`src/rtl/stream_downsizer_pkg.sv`:
```
// Shared types and defaults for the stream_downsizer width converter.
package stream_downsizer_pkg;

   localparam int unsigned DEF_WIDTH = 32;
   localparam int unsigned DEF_RATIO = 4;

   typedef enum logic {
      IDLE = 1'b0,
      SEND = 1'b1
   } state_t;

   // Width of a slice index; never narrower than one bit.
   function automatic int unsigned idx_width(input int unsigned ratio);
      return (ratio > 1) ? $clog2(ratio) : 1;
   endfunction

endpackage

```
`src/rtl/stream_downsizer_slice_sel.sv`:
```
// Combinational slice mux: picks slice idx of the buffered word.
// Ordering set by DOWNSIZER_MSB_FIRST_EN (defined: MSB slice first; default: LSB first).
module stream_downsizer_slice_sel
   import stream_downsizer_pkg::*;
#(
   parameter  int unsigned WIDTH = DEF_WIDTH,
   parameter  int unsigned RATIO = DEF_RATIO,
   localparam int unsigned OUT_W = WIDTH / RATIO,
   localparam int unsigned LW    = idx_width(RATIO)
) (
   input  logic [WIDTH-1:0] word,
   input  logic [LW-1:0]    idx,
   output logic [OUT_W-1:0] slice
);

   logic [OUT_W-1:0] slices [RATIO];

   for (genvar k = 0; k < RATIO; k++) begin : g_slice
`ifdef DOWNSIZER_MSB_FIRST_EN
      assign slices[k] = word[WIDTH-1-k*OUT_W -: OUT_W];
`else
      assign slices[k] = word[k*OUT_W +: OUT_W];
`endif
   end

   always_comb begin
      slice = slices[idx];
   end

endmodule

```
`src/rtl/stream_downsizer.sv`:
```
// Splits each WIDTH-bit word into up to RATIO OUT_W-bit slices, one per handshake.
// Slice order selected by DOWNSIZER_MSB_FIRST_EN (see stream_downsizer_slice_sel).
module stream_downsizer
   import stream_downsizer_pkg::*;
#(
   parameter  int unsigned WIDTH = DEF_WIDTH,
   parameter  int unsigned RATIO = DEF_RATIO,
   localparam int unsigned OUT_W = WIDTH / RATIO,
   localparam int unsigned LW    = idx_width(RATIO)
) (
   input  logic             clk,
   input  logic             rst,
   input  logic             valid_i,
   output logic             ready_o,
   input  logic [WIDTH-1:0] data_i,
   input  logic [LW-1:0]    len_i,
   output logic             valid_o,
   input  logic             ready_i,
   output logic [OUT_W-1:0] data_o,
   output logic             last_o
);

   state_t           state_r;
   logic [WIDTH-1:0] buf_r;
   logic [LW-1:0]    len_r;
   logic [LW-1:0]    idx_r;

   // ready_i feeds ready_o so a new word can load on the last-slice edge.
   always_comb begin
      valid_o = (state_r == SEND);
      last_o  = valid_o & (idx_r == len_r);
      ready_o = (state_r == IDLE) | (valid_o & ready_i & last_o);
   end

   always_ff @(posedge clk or posedge rst) begin
      if (rst) begin
         state_r <= IDLE;
         buf_r   <= '0;
         len_r   <= '0;
         idx_r   <= '0;
      end else begin
         case (state_r)
            IDLE: begin
               if (valid_i) begin
                  state_r <= SEND;
                  buf_r   <= data_i;
                  len_r   <= len_i;
                  idx_r   <= '0;
               end
            end
            SEND: begin
               if (ready_i) begin
                  if (idx_r == len_r) begin
                     if (valid_i) begin
                        buf_r <= data_i;
                        len_r <= len_i;
                        idx_r <= '0;
                     end else begin
                        state_r <= IDLE;
                     end
                  end else begin
                     idx_r <= idx_r + LW'(1);
                  end
               end
            end
            default: state_r <= IDLE;
         endcase
      end
   end

   stream_downsizer_slice_sel #(
      .WIDTH (WIDTH),
      .RATIO (RATIO)
   ) u_slice_sel (
      .word  (buf_r),
      .idx   (idx_r),
      .slice (data_o)
   );

endmodule

```
`config.mk`:
```
export PLATFORM = sky130hd
export DESIGN_NAME = stream_downsizer
export DESIGN_NICKNAME = d
export VERILOG_FILES = /design/src/rtl/stream_downsizer_pkg.sv /design/src/rtl/stream_downsizer_slice_sel.sv /design/src/rtl/stream_downsizer.sv
export SDC_FILE = /design/constraint.sdc
export NUM_CORES = 1
export LEC_CHECK = 0
export BUFFER_PORTS_ARGS = -buffer_cell sky130_fd_sc_hd__buf_2
export CAP_MARGIN = 10
export CORE_MARGIN = 2
export CORE_UTILIZATION = 52
export CTS_CLUSTER_SIZE = 8
export DETAILED_ROUTE_END_ITERATION = 10
export GPL_TIMING_DRIVEN = 0
export MAX_ROUTING_LAYER = met4
export PLACE_DENSITY = 0.8
export SLEW_MARGIN = 5
export SYNTH_ARGS = -nofsm -noshare
export SYNTH_HDL_FRONTEND = slang
export SYNTH_HIERARCHICAL = 1
export SYNTH_SLANG_ARGS = --single-unit
```
`constraint.sdc`:
```
create_clock -name clk -period 2.3 [get_ports clk]
set_input_delay 0.46 -clock clk [delete_from_list [all_inputs] [get_ports clk]]
set_output_delay 0.46 -clock clk [all_outputs]
set_load 0.02 [all_outputs]
```
Word-level counts from Yosys, hierarchy flattened
Index checks and enable logic that the tools add are counted.

word-level totals
  register bits after elaboration = 37
  input bits = 38
  output and inout port bits = 11
  logic and storage cells = 35

operators by class
  $add $sub $neg = 1
  magnitude comparators = 1
  equal/unequal tests = 3
  muxes and demuxes = 19
  bitwise gates (word level) = 6
  reduce and logical (&&, ||, !) cells = 1

operators by type and width
  cell                                                       number
  two-way mux 32 bit                                         3
  one-hot mux 32 bit (2 select lines)                        1
  binary-select mux 8 bit (select 2 bit)                     1
  two-way mux 8 bit                                          2
  two-way mux 2 bit                                          6
  one-hot mux 2 bit (2 select lines)                         2
  AND 1 bit                                                  3
  greater-or-equal comparator 3 bit (second input constant)  1
  two-way mux 1 bit                                          3
  NOT 2 -> 3 bit                                             1
  adder 2 x 1 -> 2 bit (second input constant)               1
  == test 2 bit                                              1
  != test 2 x 1 -> 1 bit (second input constant)             1
  != test 2 bit (second input constant)                      1
  one-hot mux 1 bit (2 select lines)                         1
  AND reduction 2 bit                                        1
  NOT 1 bit                                                  1
  bitwise OR 1 bit                                           1

Longest topological paths before layout
Gate-level depths: netlist of the first run.

  word-level depth = 4
  mapped depth = 7
  gate-level depth less buffers = 4

Modules after synthesis
Netlist of the first run, hierarchy kept.

by module, submodules not included
  module                      instances  cells each  area each (um^2)  sequential area each (um^2)
  stream_downsizer            1          108         1,704.1           925.9
  stream_downsizer_slice_sel  1          10          196.4             0.0

Least setup slack after synthesis of the first run
No wires, ideal clock.

  path kind = register -> output
  start = register idx_r[1]
  end = output ready_o
  arrival time = 1,311 ps
  data required time = 1,840 ps
  slack = 529 ps
  stages on the path, launching flop included = 4
  buffers on the path = 1
  cell sequence = dfrtp_1 > buf_2 > xor2_1 > o31ai_1

on the way
  longest elaborated chain between the ends = 4

ends and longest elaborated chain
  item                    line                    source
  from (decl)             stream_downsizer.sv:26  logic [LW-1:0] idx_r;
  from (signal assigned)  stream_downsizer.sv:62  idx_r <= idx_r + LW'(1);
  == test 2 bit           stream_downsizer.sv:31  last_o = valid_o & (idx_r == len_r);
  AND 1 bit               stream_downsizer.sv:31
  AND 1 bit               stream_downsizer.sv:32  ready_o = (state_r == IDLE) | (valid_o & ready_i & last_o);
  bitwise OR 1 bit        stream_downsizer.sv:32
  to (decl)               stream_downsizer.sv:14  output logic ready_o,

No other way between the ends.

Final worst setup path of the first run
  start = register idx_r[0]
  end = output data_o[2]

on the way
  longest elaborated chain between the ends = 4

ends and longest elaborated chain
  item                                                  line                              source
  NOT 2 -> 3 bit (implied by the code)                  stream_downsizer_slice_sel.sv:27  slice = slices[idx];
  binary-select mux 8 bit (select 2 bit)                stream_downsizer_slice_sel.sv:27
  two-way mux 8 bit (implied by the code) (2 in a row)  stream_downsizer_slice_sel.sv:27
  to (decl)                                             stream_downsizer.sv:19            output logic [OUT_W-1:0] data_o,

No other way between the ends. The select of a mux whose other input is x is not followed.

==> impl_metrics.yaml, run 1 <==
yosys:
  yosysMostFrequentCell: "dfrtp_1"
  synthFlopType: "dfrtp_1"
  yosys-top-cells-area: "dfrtp_1 49%, mux2_4 23%, mux4_2 9.5%"
  synth_edf_count: 0
  yosys.area.top_type: "dfrtp_1"
  ys_seq_area_share_pct: 48.7
  yosysUniqueCellTypes: 30
  synth_nets: 156
  synth.top_cell.area_share_pct: 48.7
  avgSynthCellArea_sq_um: 16.1
  syn_area_sq_mm: 0.00190
  yosysWarnings: 6
  ys_seq_elements: 37
  yosys-top-cells-count: "37 x dfrtp_1, 29 x mux2_4, 8 x mux4_2"
  syn_inst: 118
  ys_async_sr_fraction_pct: 100
drt:
  ant_nets: 0
  dr.pass1.iters: 5
  avgViaCountPerCell: 5.32
  wire_per_inst_microns: 17.0
  via_count: 1175
  drc: 0
  initialDrtViolationCount: 51
  drt-total-wl_microns: 3770
clock_tree:
  path_clk_slew_ns: 0.12
  post-cts-setup-buffers: 0
  clkLatencyLatePin_ns: 0.34
  cts-resized-gates: 0
  ctsLongestPathBuffers: 2
  clock-root-buffer: "clkbuf_4"
  ctsHtreeMaxLevel: 2
  cts_tree: "yes"
  postCtsHoldBufs: 0
  cts.sinks: 37
  cts-buffers-inserted: 5
critical_path:
  start_kind: "register"
  cpLargestDelayFamily: "multiplexers"
  crit_path_end_kind: "output pin"
  crit_path_top_delay_cell: "mux4_2"
  arrival_ns: 1.62
  worstPathCellList: "buf_6, mux4_2, buf_2"
  worst-path-buf-inv: 2
  cp.required_ns: 1.84
  cp_max_fo: 8
  crit_type: "reg -> out"
  cpPeakStageDelay_ns: 0.53
layout:
  nNetsFinal: 212
  instances_no_fill: 221
  syn2layout_area_growth_pct: 21.6
  seq_area_sq_um: 926
  multi_input_area_sq_um: 848
  n_antenna_cell: 0
  final_layout_size_suffix_gt1_share_pct: 61.1
  fillers: 264
power:
  power.density_mw_per_mm2: 1640
  seq_power_share_pct: 31.4
  power.share.clock_pct: 12.4
  power_frac_comb_pct: 56.3
  power_leakage_nw: 1.18
  power_switching_mw: 1.32
  intPower_mw: 2.47
  sw_frac_of_total_pct: 34.8
  vdd_ir_drop_max_v: 0.000702
outcome:
  outcome: "completed"
floorplan:
  die_height_microns: 64.5
  die-area_sq_mm: 0.00415
  io_pins: 49
  rows: 21
  die_width_microns: 64.5
  initial_utilization_pct: 55.6
  design.core.area_sq_mm: 0.00342
timing:
  rsz0062_at_grt: "false"
  fin_skew_ns: 0.0161
  final.period_utilization_pct: 90.5
  min_period_ns: 2.08
  worst_pin_slew_ns: 0.619
  slew_viol_final: 0
  hold_violations: 0
  slew_headroom_pct: 58.7
  fmax_mhz: 481
  setup_tns_ns: 0
  finalSetupViolations: 0
  hold_slack_ns: 0.172
hold_path:
  hp-class: "in -> async"
global_route:
  grt-ovfl-total: 0
  grt_max_degree: 25
  grt_pass1_wl_microns: 6080
  use_met2_pct: 34.4
  grt.met3_usage_pct: 4.69
  met1_usage_pct: 25.3
  grt_antenna_before_repair: 0
  grt_pass1_vias: 1276
  grt_use_total_pct: 20.5
  grt-busiest-layer: "met2"
job:
  drv_cap: 0
placed_design:
  io_buffers: 48
  hpwlAfterDp_microns: 2740
  placedCellCount: 213
  place.gp.congestion: 0.700
==> routing by layer <==
metal / part of all wire (%) / vias to the layer above / routed length [microns]
met1: 42 / 589 / 1600
li1: - / 549 / -
met4: 0.80 / 0 / 30
met5: 0 / - / 0
met3: 4.6 / 4 / 173
met2: 52 / 33 / 1960
==> cell type report <==
cell class	instances	area share (%)
Buffer	9	4.82
Clock buffer	7	2.38
Clock inverter	1	1.30
Inverter	4	0.650
Multi-Input combinational cell	68	36.7
Sequential cell	37	40.1
Tap cell	46	2.49
Timing Repair Buffer	49	11.6
==> logic make-up after synthesis <==
kind of cell	count (synthesis)	share of synthesized area [%]
AOI/OAI and AO/OA	11	4.02
xor gates and xnor gates	4	2.24
buffers and inverters	13	6.65
DFF	37	48.7
muxes	41	34.7
and+or+nand+nor	12	3.69
==> registers in the layout, summed over array words and instances, names as in the netlist <==
name,flops
idx_r,2
valid_o,1
buf_r,32
len_r,2
==> layout by cell type (no fill, tap or decap), drive strengths merged <==
cell type,synthesis,final
nand3,2,2
bufinv,0,1
a211o,1,1
nand3b,1,1
nand4,1,1
xor2,2,2
clkbuf,1,8
mux2,32,32
inv,4,4
o31ai,2,2
a21boi,1,1
nand2,3,3
dfrtp,37,37
and3,2,2
xnor2,2,2
o31a,1,1
a31oi,2,2
nand2b,2,2
mux2i,1,1
a22o,1,1
nand4b,1,1
mux4,8,8
buf,8,57
a21oi,1,1
o21ai,2,2
==> power groups by stage <==
| stage | Combinational (mW) | Sequential [mW] | Clock, mW |
|---|---|---|---|
| final | 2.13 | 1.19 | 0.469 |
| after global routing | 2.26 | 1.23 | 0.506 |
| after CTS | 2.15 | 1.19 | 0.479 |
| after detailed placement | 2.14 | 1.20 | 0 |
| after global placement | 2.07 | 1.16 | 0 |
| after floorplan | 1.73 | 1.14 | 0 |
==> through the flow <==
stage / total power [mW] / utilization (%) / worst slack (ns) / instance area, sq um
after floorplan: 2.87 / - / 0.529 / 1900
after global placement: 3.24 / 64.4 / 0.559 / 2200
after detailed placement: 3.34 / 65.2 / 0.489 / 2230
after CTS: 3.81 / 67.7 / 0.205 / 2310
after global routing: 3.99 / 67.7 / 0.157 / 2310
final: 3.79 / 67.7 / 0.219 / 2310
==> worst paths after layout <==
check	start	endpoint	slack (ns)	cells after the start
setup / recovery	idx_r[0]	data_o[2]	0.22	3
hold / removal	rst	valid_o	0.17	2
setup reg to reg	idx_r[0]	buf_r[5]	0.47	7
hold reg to reg	buf_r[14]	buf_r[14]	0.52	1
max in group asynchronous	rst	buf_r[22]	1.58	3
min in group clk	data_i[10]	buf_r[10]	0.34	2
(Power assumes the default switching activity.)
==> run 2, diff against run 1 <==
Settings changed: CORE_UTILIZATION 52 to 37, PLACE_DENSITY 0.8 to 0.6.
==> run 2 against run 1 <==
  * Clock skew decreased by 0.0071 ns
  * Sequential share of layout area down 0.64 points
  * Via count rose by 1.3%
  * Cell count is 10% higher
  * Critical path depth is the same
  * Core utilization shrank 21 points
  * Critical path type unchanged
  * Critical endpoint is now data_o[4]
==> impl_metrics.yaml, run 2 (synthesis results as in run 1) <==
global_route:
  grt-ovfl-total: 0
  met1_usage_pct: 17.8
  grt.met3_usage_pct: 3.70
  use_met2_pct: 22.6
  grt_max_degree: 38
  grt_pass1_vias: 1221
  grt_antenna_before_repair: 0
  grt_use_total_pct: 14.3
  grt-busiest-layer: "met2"
  grt_pass1_wl_microns: 5840
clock_tree:
  cts_tree: "yes"
  path_clk_slew_ns: 0.08
  cts-resized-gates: 0
  ctsHtreeMaxLevel: 2
  ctsLongestPathBuffers: 2
  clock-root-buffer: "clkbuf_8"
  cts-buffers-inserted: 5
  post-cts-setup-buffers: 0
  cts.sinks: 37
  postCtsHoldBufs: 0
  clkLatencyLatePin_ns: 0.29
timing:
  fmax_mhz: 496
  slew_viol_final: 0
  final.period_utilization_pct: 87.6
  slew_headroom_pct: 47.7
  setup_tns_ns: 0
  rsz0062_at_grt: "false"
  worst_pin_slew_ns: 0.783
  min_period_ns: 2.01
  setup_slack_ns: 0.285
  hold_slack_ns: 0.313
  hold_violations: 0
  finalSetupViolations: 0
  fin_skew_ns: 0.00901
floorplan:
  io_pins: 49
  die-area_sq_mm: 0.00573
  design.core.area_sq_mm: 0.00504
  die_width_microns: 75.7
  initial_utilization_pct: 37.7
  die_height_microns: 75.7
  rows: 26
critical_path:
  start_kind: "register"
  rrSetupSlack_ns: 0.49
  crit_path_end_kind: "output pin"
  r2r_start: "idx_r[0]"
  cp.required_ns: 1.84
  cp_max_fo: 8
  crit_type: "reg -> out"
  r2r_end: "buf_r[6]"
  arrival_ns: 1.55
  reg2reg_depth: 7
drt:
  ant_nets: 0
  initialDrtViolationCount: 45
  avgViaCountPerCell: 4.88
  drc: 0
  wire_per_inst_microns: 15.9
  via_count: 1190
  dr.pass1.iters: 4
  drt-total-wl_microns: 3890
placed_design:
  placedCellCount: 236
  io_buffers: 48
  hpwlAfterDp_microns: 2760
  pre_cts_ws_ns: 0.518
  place.gp.congestion: 0.827
layout:
  syn2layout_area_growth_pct: 23.6
  top_regs: "buf_r (32), idx_r (2), len_r (2)"
  final_cell_mix: "49 x buf_2, 37 x dfrtp_1, 29 x mux2_4"
  multi_input_area_sq_um: 848
  largest_reg_flops: 32
  final_layout_size_suffix_gt1_share_pct: 62.1
  nNetsFinal: 211
  fillers: 456
  seq_area_sq_um: 926
  n_antenna_cell: 0
  mostFrequentLayoutCell: "buf_2"
  instances_no_fill: 244
  top_register: "buf_r"
outcome:
  outcome: "completed"
power:
  sw_frac_of_total_pct: 34.4
  power_leakage_nw: 1.18
  power.share.clock_pct: 15.1
  vdd_ir_drop_max_v: 0.000560
  seq_power_share_pct: 30.5
  power_switching_mw: 1.34
  power_frac_comb_pct: 54.4
  power.density_mw_per_mm2: 1660
  intPower_mw: 2.56
hold_path:
  hp-class: "in -> async"
job:
  drv_cap: 0
[run 2: worst max-delay path by stage]
stage	endpoint	start
final	data_o[4]	idx_r[0]
after global routing	data_o[4]	idx_r[0]
after CTS	data_o[4]	idx_r[0]
after detailed placement	buf_r[6]	idx_r[0]
after global placement	buf_r[3]	rst
after floorplan	ready_o	idx_r[1]
[run 2: final cells by class]
class	count	area share (%)
inverters	4	0.639
clock buffers	6	3.52
multi-input cells	68	36.1
clock inverters	2	1.60
plain buffers	9	4.74
flip-flops and latches	37	39.4
repair buffers	48	10.2
well taps	70	3.73
[run 2: critical path: stages, from the launching register on]
cell and delay, ns:
dfrtp_1 0.38, buf_6 0.19, mux4_2 0.51, buf_2 0.18
[run 2: metal layers]
metal  wire, microns  up-vias  part of all wire, %
met5               0        -                    0
met4              44        0                  1.1
met3             162        6                  4.2
met2            2000       43                   51
met1            1680      601                   43
li1                -      540                    -
[run 2: through the flow]
| stage | instance area (sq um) | util (%) | power (mW) |
|---|---|---|---|
| 6_report | 2350 | 46.6 | 3.91 |
| 5_1_grt | 2350 | 46.6 | 4.12 |
| 4_1_cts | 2350 | 46.6 | 3.95 |
| 3_5_place_dp | 2230 | 44.2 | 3.34 |
| 3_3_place_gp | 2230 | 44.2 | 3.26 |
| 2_1_floorplan | 1900 | - | 2.87 |
[run 2: power by group through the flow]
stage          combinational (mW)  clock, mW  sequential (mW)
5_1_grt                      2.26      0.636             1.23
4_1_cts                      2.15      0.611             1.19
3_5_place_dp                 2.14          0             1.20
6_report                     2.13      0.589             1.19
2_1_floorplan                1.73          0             1.14
3_3_place_gp                 2.09          0             1.17
==> run 3, diff against run 2 <==
Settings changed: SYNTH_HIERARCHICAL 1 to default.
==> run 3 against run 2 <==
  * Worst hold slack lost 0.0034 ns
  * Sequential share of layout area grew 0.97 points
  * Synthesized cell count unchanged
  * Power down 4.5%
  * Sequential power barely moved
  * Clock skew is 0.0039 ns lower
  * Area after synthesis shrank 1.2%
  * Cell count fell by 1.6%
  * Global-route usage grew 1.9 points
==> impl_metrics.yaml, run 3 <==
drt:
  wire_per_inst_microns: 16.6
  dr.pass1.iters: 4
  via_count: 1183
  drc: 0
  drt-total-wl_microns: 3990
  ant_nets: 0
  avgViaCountPerCell: 4.93
  initialDrtViolationCount: 73
critical_path:
  rrSetupSlack_ns: 0.34
  cp_max_fo: 10
  cp.required_ns: 1.84
  crit_path_top_delay_cell: "mux4_2"
  reg2reg_depth: 5
  start_kind: "register"
  cpPeakStageDelay_ns: 0.35
  arrival_ns: 1.73
  worstPathCellList: "clkbuf_1, buf_2, mux4_2, buf_2"
  crit_path_end_kind: "output pin"
  crit_type: "reg -> out"
  critPathMostFrequentCell: "buf_2"
outcome:
  outcome: "completed"
hold_path:
  hp-class: "in -> async"
clock_tree:
  cts.sinks: 37
  post-cts-setup-buffers: 0
  clkLatencyLatePin_ns: 0.28
  clock-root-buffer: "clkbuf_8"
  ctsLongestPathBuffers: 2
  cts-buffers-inserted: 5
  cts_tree: "yes"
  ctsHtreeMaxLevel: 2
  path_clk_slew_ns: 0.07
yosys:
  synth.top_cell.area_share_pct: 49.3
  syn_inst: 118
  yosys-top-cells-area: "dfrtp_1 49%, mux2_4 24%, mux4_2 9.6%"
  yosysWarnings: 0
  yosys-top-cells-count: "37 x dfrtp_1, 30 x mux2_4, 8 x mux4_2"
  avgSynthCellArea_sq_um: 15.9
  yosys.area.top_type: "dfrtp_1"
  synth_edf_count: 0
  synthFlopType: "dfrtp_1"
  yosysUniqueCellTypes: 26
  synth_nets: 156
  yosysMostFrequentCell: "dfrtp_1"
  ys_seq_elements: 37
  ys_async_sr_fraction_pct: 100
  syn_area_sq_mm: 0.00188
  ys_seq_area_share_pct: 49.3
placed_design:
  placed_area_sq_mm: 0.00220
  io_buffers: 48
  hpwlAfterDp_microns: 2890
  place.gp.congestion: 0.928
layout:
  final_util_pct: 47.6
  final_cell_mix: "49 x buf_2, 37 x dfrtp_1, 30 x mux2_4"
  finish.instance_area_sq_mm: 0.00229
  seq_area_sq_um: 926
  multi_input_area_sq_um: 876
  top_register: "buf_r"
  syn2layout_area_growth_pct: 22.1
  largest_reg_flops: 32
  final_layout_size_suffix_gt1_share_pct: 60.1
  mostFrequentLayoutCell: "buf_2"
  n_antenna_cell: 0
  nNetsFinal: 211
  fillers: 441
  top_regs: "buf_r (32), idx_r (2), len_r (2)"
floorplan:
  io_pins: 49
  design.core.area_sq_mm: 0.00482
  initial_utilization_pct: 39.0
  rows: 25
  die-area_sq_mm: 0.00566
  die_height_microns: 75.2
  die_width_microns: 75.2
global_route:
  grt_pass1_wl_microns: 6460
  grt_antenna_before_repair: 0
  grt_use_total_pct: 16.2
  grt_max_degree: 38
  grt-ovfl-total: 0
  grt_pass1_vias: 1300
timing:
  final.period_utilization_pct: 95.3
  slew_headroom_pct: 48.5
  fmax_mhz: 456
  worst_pin_slew_ns: 0.772
  rsz0062_at_grt: "false"
  fin_skew_ns: 0.00508
  hold_violations: 0
  setup_tns_ns: 0
  slew_viol_final: 0
  min_period_ns: 2.19
  finalSetupViolations: 0
power:
  power_leakage_nw: 1.09
  power.density_mw_per_mm2: 1630
  vdd_ir_drop_max_v: 0.000659
  p_total_mw: 3.73
job:
  drv_cap: 0
-- run 3: cell type report --
class	instances	area share [%]
buffer	7	2.67
clock buffer	7	3.77
sequential	37	40.4
multi-input combinational	69	38.2
tap	67	3.66
timing repair buffer	48	10.5
inverter	5	0.819
-- run 3: power by group --
group	switching, mW	internal, mW	leakage, nW
logic	0.936	1.14	0.611
clock network	0.216	0.238	0.0443
registers	0.214	0.991	0.438
total	1.37	2.36	1.09
-- run 3: kinds of logic after synthesis --
group | count (synthesis) | share of synthesized area [%]
compound gates | 16 | 6.80
xor+xnor | 4 | 2.66
buf+inv | 12 | 4.06
flops | 37 | 49.3
mux | 41 | 35.3
simple gates | 8 | 1.87
-- run 3: stage by stage --
stage | worst slack (ns) | hold slack [ns] | instances
floorplan | 0.532 | 0.475 | 118
global placement | 0.154 | 0.491 | 233
detailed placement | 0.154 | 0.493 | 233
CTS | 0.0146 | 0.349 | 240
global route | 0.0148 | 0.395 | 240
finish | 0.109 | 0.309 | 240
-- run 3: worst paths after layout --
path                       startpoint        end
setup / recovery             idx_r[1]  data_o[0]
hold / removal                    rst   buf_r[7]
setup reg to reg             idx_r[0]  buf_r[15]
hold reg to reg             buf_r[21]  buf_r[21]
max in group asynchronous         rst  buf_r[24]
min in group clk           data_i[29]  buf_r[29]
-- run 3: critical path, delay by kind of cell, from the launching register on --
kind	cells	cell delay [ns]
buf+inv	3	0.78
flops	1	0.32
mux	1	0.35
-- run 3: layer usage --
metal	GRT usage [%]	wire, microns	up-vias
met5	-	0	-
met4	5.07	23	0
met3	4.55	201	2
met2	25.1	2000	39
met1	20.6	1770	597
li1	-	-	545
-- run 3: timing repair --
item,4_1_cts,5_1_grt
hold buffers,0,0
resized for setup,1,2
hold endpoints to repair,0,0
setup endpoints to repair,8,7
